[src/rtl/vga_sync_gen.sv]
// VGA pixel-timing generator: divides Clk by two into a pixel tick and runs
// 800x525 horizontal/vertical counters with registered sync/blank/coordinate outputs.
`timescale 1ns/1ps

module vga_sync_gen #(
  parameter int   H_VISIBLE = 640,
  parameter int   H_FRONT   = 16,
  parameter int   H_SYNC    = 96,
  parameter int   H_BACK    = 48,
  parameter int   V_VISIBLE = 480,
  parameter int   V_FRONT   = 10,
  parameter int   V_SYNC    = 2,
  parameter int   V_BACK    = 33,
  parameter logic SYNC_POL  = 1'b0
) (
  input  logic        Clk,
  input  logic        Rst,
  output logic        PixEn,
  output logic        VGA_Clk,
  output logic [10:0] Columna,
  output logic [10:0] Fila,
  output logic        Activo,
  output logic        Hsync,
  output logic        Vsync,
  output logic        VGA_blank,
  output logic        VGA_sync,
  output logic        LineStart,
  output logic        FrameStart
);

  localparam int H_TOTAL = H_VISIBLE + H_FRONT + H_SYNC + H_BACK;
  localparam int V_TOTAL = V_VISIBLE + V_FRONT + V_SYNC + V_BACK;

  localparam logic [10:0] H_LAST   = 11'(H_TOTAL - 1);
  localparam logic [10:0] V_LAST   = 11'(V_TOTAL - 1);
  localparam logic [10:0] H_VIS_W  = 11'(H_VISIBLE);
  localparam logic [10:0] V_VIS_W  = 11'(V_VISIBLE);
  localparam logic [10:0] HS_FIRST = 11'(H_VISIBLE + H_FRONT);
  localparam logic [10:0] HS_LAST  = 11'(H_VISIBLE + H_FRONT + H_SYNC - 1);
  localparam logic [10:0] VS_FIRST = 11'(V_VISIBLE + V_FRONT);
  localparam logic [10:0] VS_LAST  = 11'(V_VISIBLE + V_FRONT + V_SYNC - 1);

  logic        div_q,         div_d;
  logic        pix_en_q,      pix_en_d;
  logic [10:0] hc_q,          hc_d;
  logic [10:0] vc_q,          vc_d;
  logic        activo_q,      activo_d;
  logic        hsync_q,       hsync_d;
  logic        vsync_q,       vsync_d;
  logic        line_start_q,  line_start_d;
  logic        frame_start_q, frame_start_d;

  always_comb begin
    // NOTE: every variable gets a default first so no path leaves one unassigned (no latch).
    div_d         = ~div_q;
    pix_en_d      = div_q;
    hc_d          = hc_q;
    vc_d          = vc_q;
    activo_d      = activo_q;
    hsync_d       = hsync_q;
    vsync_d       = vsync_q;
    line_start_d  = 1'b0;
    frame_start_d = 1'b0;

    if (pix_en_q) begin
      if (hc_q == H_LAST) begin
        hc_d = '0;
        vc_d = (vc_q == V_LAST) ? '0 : vc_q + 11'd1;
      end else begin
        hc_d = hc_q + 11'd1;
      end

      // NOTE: blocking assignments here, so the decodes below see the new hc_d/vc_d.
      activo_d      = (hc_d < H_VIS_W) && (vc_d < V_VIS_W);
      hsync_d       = (hc_d >= HS_FIRST && hc_d <= HS_LAST) ? SYNC_POL : ~SYNC_POL;
      vsync_d       = (vc_d >= VS_FIRST && vc_d <= VS_LAST) ? SYNC_POL : ~SYNC_POL;
      line_start_d  = (hc_d == '0);
      frame_start_d = (hc_d == '0) && (vc_d == '0);
    end
  end

  // NOTE: sequential state uses non-blocking assignments so all flops update together.
  always_ff @(posedge Clk or posedge Rst) begin
    if (Rst) begin
      div_q         <= 1'b0;
      pix_en_q      <= 1'b0;
      hc_q          <= '0;
      vc_q          <= '0;
      activo_q      <= 1'b1;
      hsync_q       <= ~SYNC_POL;
      vsync_q       <= ~SYNC_POL;
      line_start_q  <= 1'b0;
      frame_start_q <= 1'b0;
    end else begin
      div_q         <= div_d;
      pix_en_q      <= pix_en_d;
      hc_q          <= hc_d;
      vc_q          <= vc_d;
      activo_q      <= activo_d;
      hsync_q       <= hsync_d;
      vsync_q       <= vsync_d;
      line_start_q  <= line_start_d;
      frame_start_q <= frame_start_d;
    end
  end

  assign PixEn      = pix_en_q;
  assign VGA_Clk    = div_q;
  assign Columna    = hc_q;
  assign Fila       = vc_q;
  assign Activo     = activo_q;
  assign VGA_blank  = activo_q;
  assign Hsync      = hsync_q;
  assign Vsync      = vsync_q;
  assign VGA_sync   = 1'b0;
  assign LineStart  = line_start_q;
  assign FrameStart = frame_start_q;

endmodule

[config.mk]
export PLATFORM = sky130hd
export DESIGN_NAME = vga_sync_gen
export DESIGN_NICKNAME = d
export VERILOG_FILES = /design/src/rtl/vga_sync_gen.sv
export SDC_FILE = /design/constraint.sdc
export NUM_CORES = 1
export LEC_CHECK = 0
export CAP_MARGIN = 5
export CORE_ASPECT_RATIO = 1.1
export CORE_MARGIN = 10
export CORE_UTILIZATION = 50
export DETAILED_ROUTE_END_ITERATION = 12
export PLACE_DENSITY = 0.85
export SYNTH_ARGS = -nofsm -noshare
export SYNTH_HDL_FRONTEND = slang
export SYNTH_SLANG_ARGS = --single-unit
[constraint.sdc]
create_clock -name Clk -period 3 [get_ports Clk]
set_clock_uncertainty 0.15 [all_clocks]
set_input_delay 0.3 -clock Clk [delete_from_list [all_inputs] [get_ports Clk]]
set_output_delay 0.3 -clock Clk [all_outputs]
set_load 0.1 [all_outputs]
==> metrics.txt <==
# TYPE chip_impl_metric gauge
chip_impl_info{name="status",value="finished clean"} 1
chip_impl_info{name="worstHoldPathType",value="in2async"} 1
chip_impl_metric{name="final_max_tran_viols",unit=""} 0
chip_impl_metric{name="post_cts_resized",unit=""} 0
chip_impl_metric{name="gr-total-overflow",unit=""} 0
chip_impl_metric{name="routedWlPerCell",unit="um"} 16.1
chip_impl_info{name="synth.largest_area_cell",value="dfrtp_1"} 1
chip_impl_metric{name="clock.fmax",unit="MHz"} 373
chip_impl_metric{name="fin_crit_sh",unit=""} 0.893
chip_impl_metric{name="hold_viol_final",unit=""} 0
chip_impl_metric{name="avgViaCountPerCell",unit=""} 6.03
chip_impl_metric{name="dr_drc_count",unit=""} 0
chip_impl_info{name="critical_path_cell_by_cell",value="ha_1 > and4_4 > and3_1 > nand2_4 > or3_4 > nor2_1 > xor2_1"} 1
chip_impl_metric{name="cp_arrival",unit="ns"} 2.73
chip_impl_metric{name="grt_pass1_wl",unit="um"} 8220
chip_impl_info{name="worstSetupEndpoint",value="Fila[10]$_DFFE_PP0P_"} 1
chip_impl_info{name="cts-root-buf",value="clkbuf_8"} 1
chip_impl_metric{name="starting_utilization_of_the_core_area",unit=""} 0.512
chip_impl_metric{name="yosysWarnings",unit=""} 0
chip_impl_metric{name="crit_path_max_fanout",unit=""} 13
chip_impl_metric{name="critical_path_cell_count",unit=""} 7
chip_impl_metric{name="ys_async_sr_fraction",unit=""} 1.00
chip_impl_info{name="cpLargestDelayFamily",value="simple AND/OR/NAND/NOR gates"} 1
chip_impl_metric{name="clk_path_buf_depth",unit=""} 2
chip_impl_metric{name="die-height",unit="um"} 89.2
chip_impl_metric{name="static-leakage-power",unit="nW"} 0.984
chip_impl_metric{name="synth_cells",unit=""} 238
chip_impl_metric{name="total_number_of_vias",unit=""} 1864
chip_impl_metric{name="utilization",unit=""} 0.556
chip_impl_info{name="classification_of_the_worst_setup_path",value="reg2reg"} 1
chip_impl_metric{name="floorplan.core_area",unit="um^2"} 4250
chip_impl_metric{name="largest_net_degree_at_the_start_of_global_routing",unit=""} 30
chip_impl_metric{name="number_of_global_route_vias_before_repair",unit=""} 1745
chip_impl_metric{name="yosysSeqAreaShare",unit=""} 0.335
chip_impl_info{name="critical_path.reg2reg.startpoint",value="Columna[0]$_DFFE_PP0P_"} 1
chip_impl_metric{name="cts-htree-levels",unit=""} 2
chip_impl_metric{name="hpwl",unit="um"} 3570
chip_impl_metric{name="synth_top_area_share",unit=""} 0.299
chip_impl_metric{name="port_buffers",unit=""} 31
chip_impl_info{name="timing.rr.end",value="Fila[10]$_DFFE_PP0P_"} 1
chip_impl_metric{name="boundaryPins",unit=""} 33
chip_impl_info{name="end_kind",value="flip-flop"} 1
chip_impl_metric{name="cp.buffers_inverters",unit=""} 0
chip_impl_metric{name="ant_nets",unit=""} 0
chip_impl_metric{name="synthToLayoutAreaGrowth",unit="%"} 8.62
chip_impl_metric{name="std_cell_rows",unit=""} 25
chip_impl_metric{name="cts_inserted_buffers",unit=""} 5
chip_impl_metric{name="setup_total_negative_slack",unit="ns"} 0
chip_impl_metric{name="tightest_slew",unit="ns"} 0.670
chip_impl_metric{name="routabilityCongestion",unit=""} 0.937
chip_impl_info{name="synth-main-ff-cell",value="dfrtp_1"} 1
chip_impl_metric{name="num_clock_sinks",unit=""} 29
chip_impl_metric{name="grt_antenna_before_repair",unit=""} 0
chip_impl_metric{name="yosys.cell_types.count",unit=""} 63
chip_impl_metric{name="antenna_cells_inserted",unit=""} 0
chip_impl_metric{name="final_layout_size_suffix_gt1_frac",unit=""} 0.231
chip_impl_info{name="crit_slowest_cell",value="and3_1"} 1
chip_impl_metric{name="synth_edf_count",unit=""} 0
chip_impl_metric{name="grt_resource_usage_total",unit=""} 0.129
chip_impl_metric{name="required",unit="ns"} 3.05
chip_impl_metric{name="timing.critical_path.slowest_cell_delay",unit="ns"} 0.50
chip_impl_metric{name="clkLatencyLatePin",unit="ns"} 0.28
chip_impl_info{name="cts_tree",value="yes"} 1
chip_impl_metric{name="chipWidth",unit="um"} 82.9
chip_impl_metric{name="ys_ff_latch",unit=""} 29
chip_impl_metric{name="max_cap_violations",unit=""} 0
chip_impl_info{name="critical_path_start",value="Columna[0]$_DFFE_PP0P_"} 1
chip_impl_metric{name="drt-initial-drc-count",unit=""} 116
chip_impl_info{name="rsz0062_at_grt",value="no"} 1
chip_impl_metric{name="firstDrtPassIters",unit=""} 4
chip_impl_metric{name="floorplan.die_area",unit="um^2"} 7400
chip_impl_metric{name="clk_pin_slew",unit="ns"} 0.07
chip_impl_metric{name="setup_violations",unit=""} 0
chip_impl_metric{name="worst_slew_margin_rel",unit=""} 0.547
chip_impl_metric{name="synthesis.area_per_instance",unit="um^2"} 9.15
chip_impl_metric{name="power.ir.vdd_worst",unit="mV"} 0.135
chip_impl_metric{name="cts_setup_buffers",unit=""} 0
chip_impl_metric{name="synthesis.nets",unit=""} 244
chip_impl_metric{name="reg2regPathDepth",unit=""} 7
chip_impl_metric{name="pwr_density_cell",unit="nW/um^2"} 303
chip_impl_metric{name="design.final.nets",unit=""} 260
chip_impl_metric{name="syn-cell-area",unit="um^2"} 2180
chip_impl_metric{name="r2r_slack",unit="ns"} 0.32
chip_impl_metric{name="hold_buffers",unit=""} 0
chip_impl_metric{name="final.min_clock_period",unit="ns"} 2.68
chip_impl_info{name="cp-start-kind",value="flip-flop"} 1
chip_impl_metric{name="drt-total-wl",unit="um"} 4960
chip_impl_info{name="ys_top_cells_by_area",value="dfrtp_1 30%, buf_6 5.7%, xnor2_1 5.2%"} 1
-- metrics by stage --
step / setup WS [ns] / total power [mW] / hold WS (ns) / instance area, um^2 / cells
after floorplan: 0.0402 / 0.411 / 0.226 / 2180 / 238
after global placement: 0.481 / 0.414 / 0.242 / 2280 / 301
after detailed placement: 0.367 / 0.414 / 0.242 / 2280 / 301
after CTS: 0.338 / 0.725 / 0.255 / 2370 / 309
after global routing: 0.163 / 0.735 / 0.275 / 2370 / 309
final: 0.320 / 0.716 / 0.232 / 2370 / 309
-- area by class of cell --
type                    instances  area (um^2)
flip-flops and latches         29          729
multi-input cells             175         1200
repair buffers                 33          250
clock buffers                   6         72.6
inverters                      10         37.5
clock inverters                 2         10.0
well taps                      54         67.6
fillers                       414         1890
-- Yosys cell counts (4+ instances only) --
cell type	count
xnor2_1	13
and3_1	5
nand2_1	24
inv_1	10
ha_1	4
buf_4	6
dfrtp_1	26
buf_6	11
o21ai_0	16
nand3_1	13
nand4_1	9
a21oi_1	7
nor3_1	5
a211oi_1	4
nor2_1	15
clkbuf_1	5
-- cells in the final DEF, fill, tap and decap left out, types with 3 or more instances in the layout --
cell and count:
o21ai_0 16, nor3_1 5, and3_1 5, xor2_1 3
dfstp_2 3, xnor2_1 13, inv_1 10, clkbuf_8 5
nand2_1 24, o31ai_1 3, nand3_1 13, nand4_1 9
buf_4 32, nor2_1 15, a21oi_1 7, a211oi_1 4
dfrtp_1 26, o21bai_1 3, ha_1 4, and4_1 3
-- worst register-to-register path: stages (launching register included) --
cell,delay (ns)
dfrtp_1,0.44
ha_1,0.30
and4_4,0.32
and3_1,0.50
nand2_4,0.17
or3_4,0.44
nor2_1,0.13
xor2_1,0.15
-- power breakdown --
part / internal [mW] / switching, mW / leakage [nW]
clock: 0.160 / 0.149 / 0.0450
combinational: 0.00208 / 0.0131 / 0.559
sequential: 0.391 / 0 / 0.380
-- layer usage --
| metal | GRT usage | part of all wire | vias to the layer above |
|---|---|---|---|
| li1 | - | - | 890 |
| met1 | 0.152 | 0.43 | 906 |
| met2 | 0.221 | 0.48 | 61 |
| met3 | 0.0346 | 0.074 | 7 |
| met4 | 0.0526 | 0.016 | 0 |
| met5 | 0 | 0 | - |
-- kinds of logic (layout without fill, tap and decap cells) --
kind of cell / after synthesis / in the layout / share of synthesized area
AND/OR/NAND/NOR: 94 / 94 / 0.264
AO/OA/AOI/OAI: 57 / 57 / 0.183
buffers and inverters: 34 / 51 / 0.115
flip-flops: 29 / 29 / 0.335
XOR/XNOR: 16 / 16 / 0.0643
adder cells (fa/ha/maj): 4 / 4 / 0.0230
multiplexers: 3 / 3 / 0.0144
other: 1 / 1 / 0.00172
-- how the worst min path moves through the flow --
| stage | endpoint | slack, ns | startpoint |
|---|---|---|---|
| after global routing | PixEn$_DFF_PP0_ | 0.28 | VGA_Clk$_DFF_PP0_ |
| after detailed placement | PixEn$_DFF_PP0_ | 0.24 | VGA_Clk$_DFF_PP0_ |
| final | Fila[5]$_DFFE_PP0P_ | 0.23 | Rst |
| after floorplan | Columna[0]$_DFFE_PP0P_ | 0.23 | Rst |
| after global placement | PixEn$_DFF_PP0_ | 0.24 | VGA_Clk$_DFF_PP0_ |
| after CTS | VGA_Clk$_DFF_PP0_ | 0.26 | Rst |
-- sequential cells by signal, indices dropped and copies added (netlist names) --
signal and count:
Activo 1, Columna 11, Fila 11, FrameStart 1, Hsync 1, LineStart 1
PixEn 1, VGA_Clk 1, Vsync 1
Note: power is estimated with default switching activity, not from simulation.
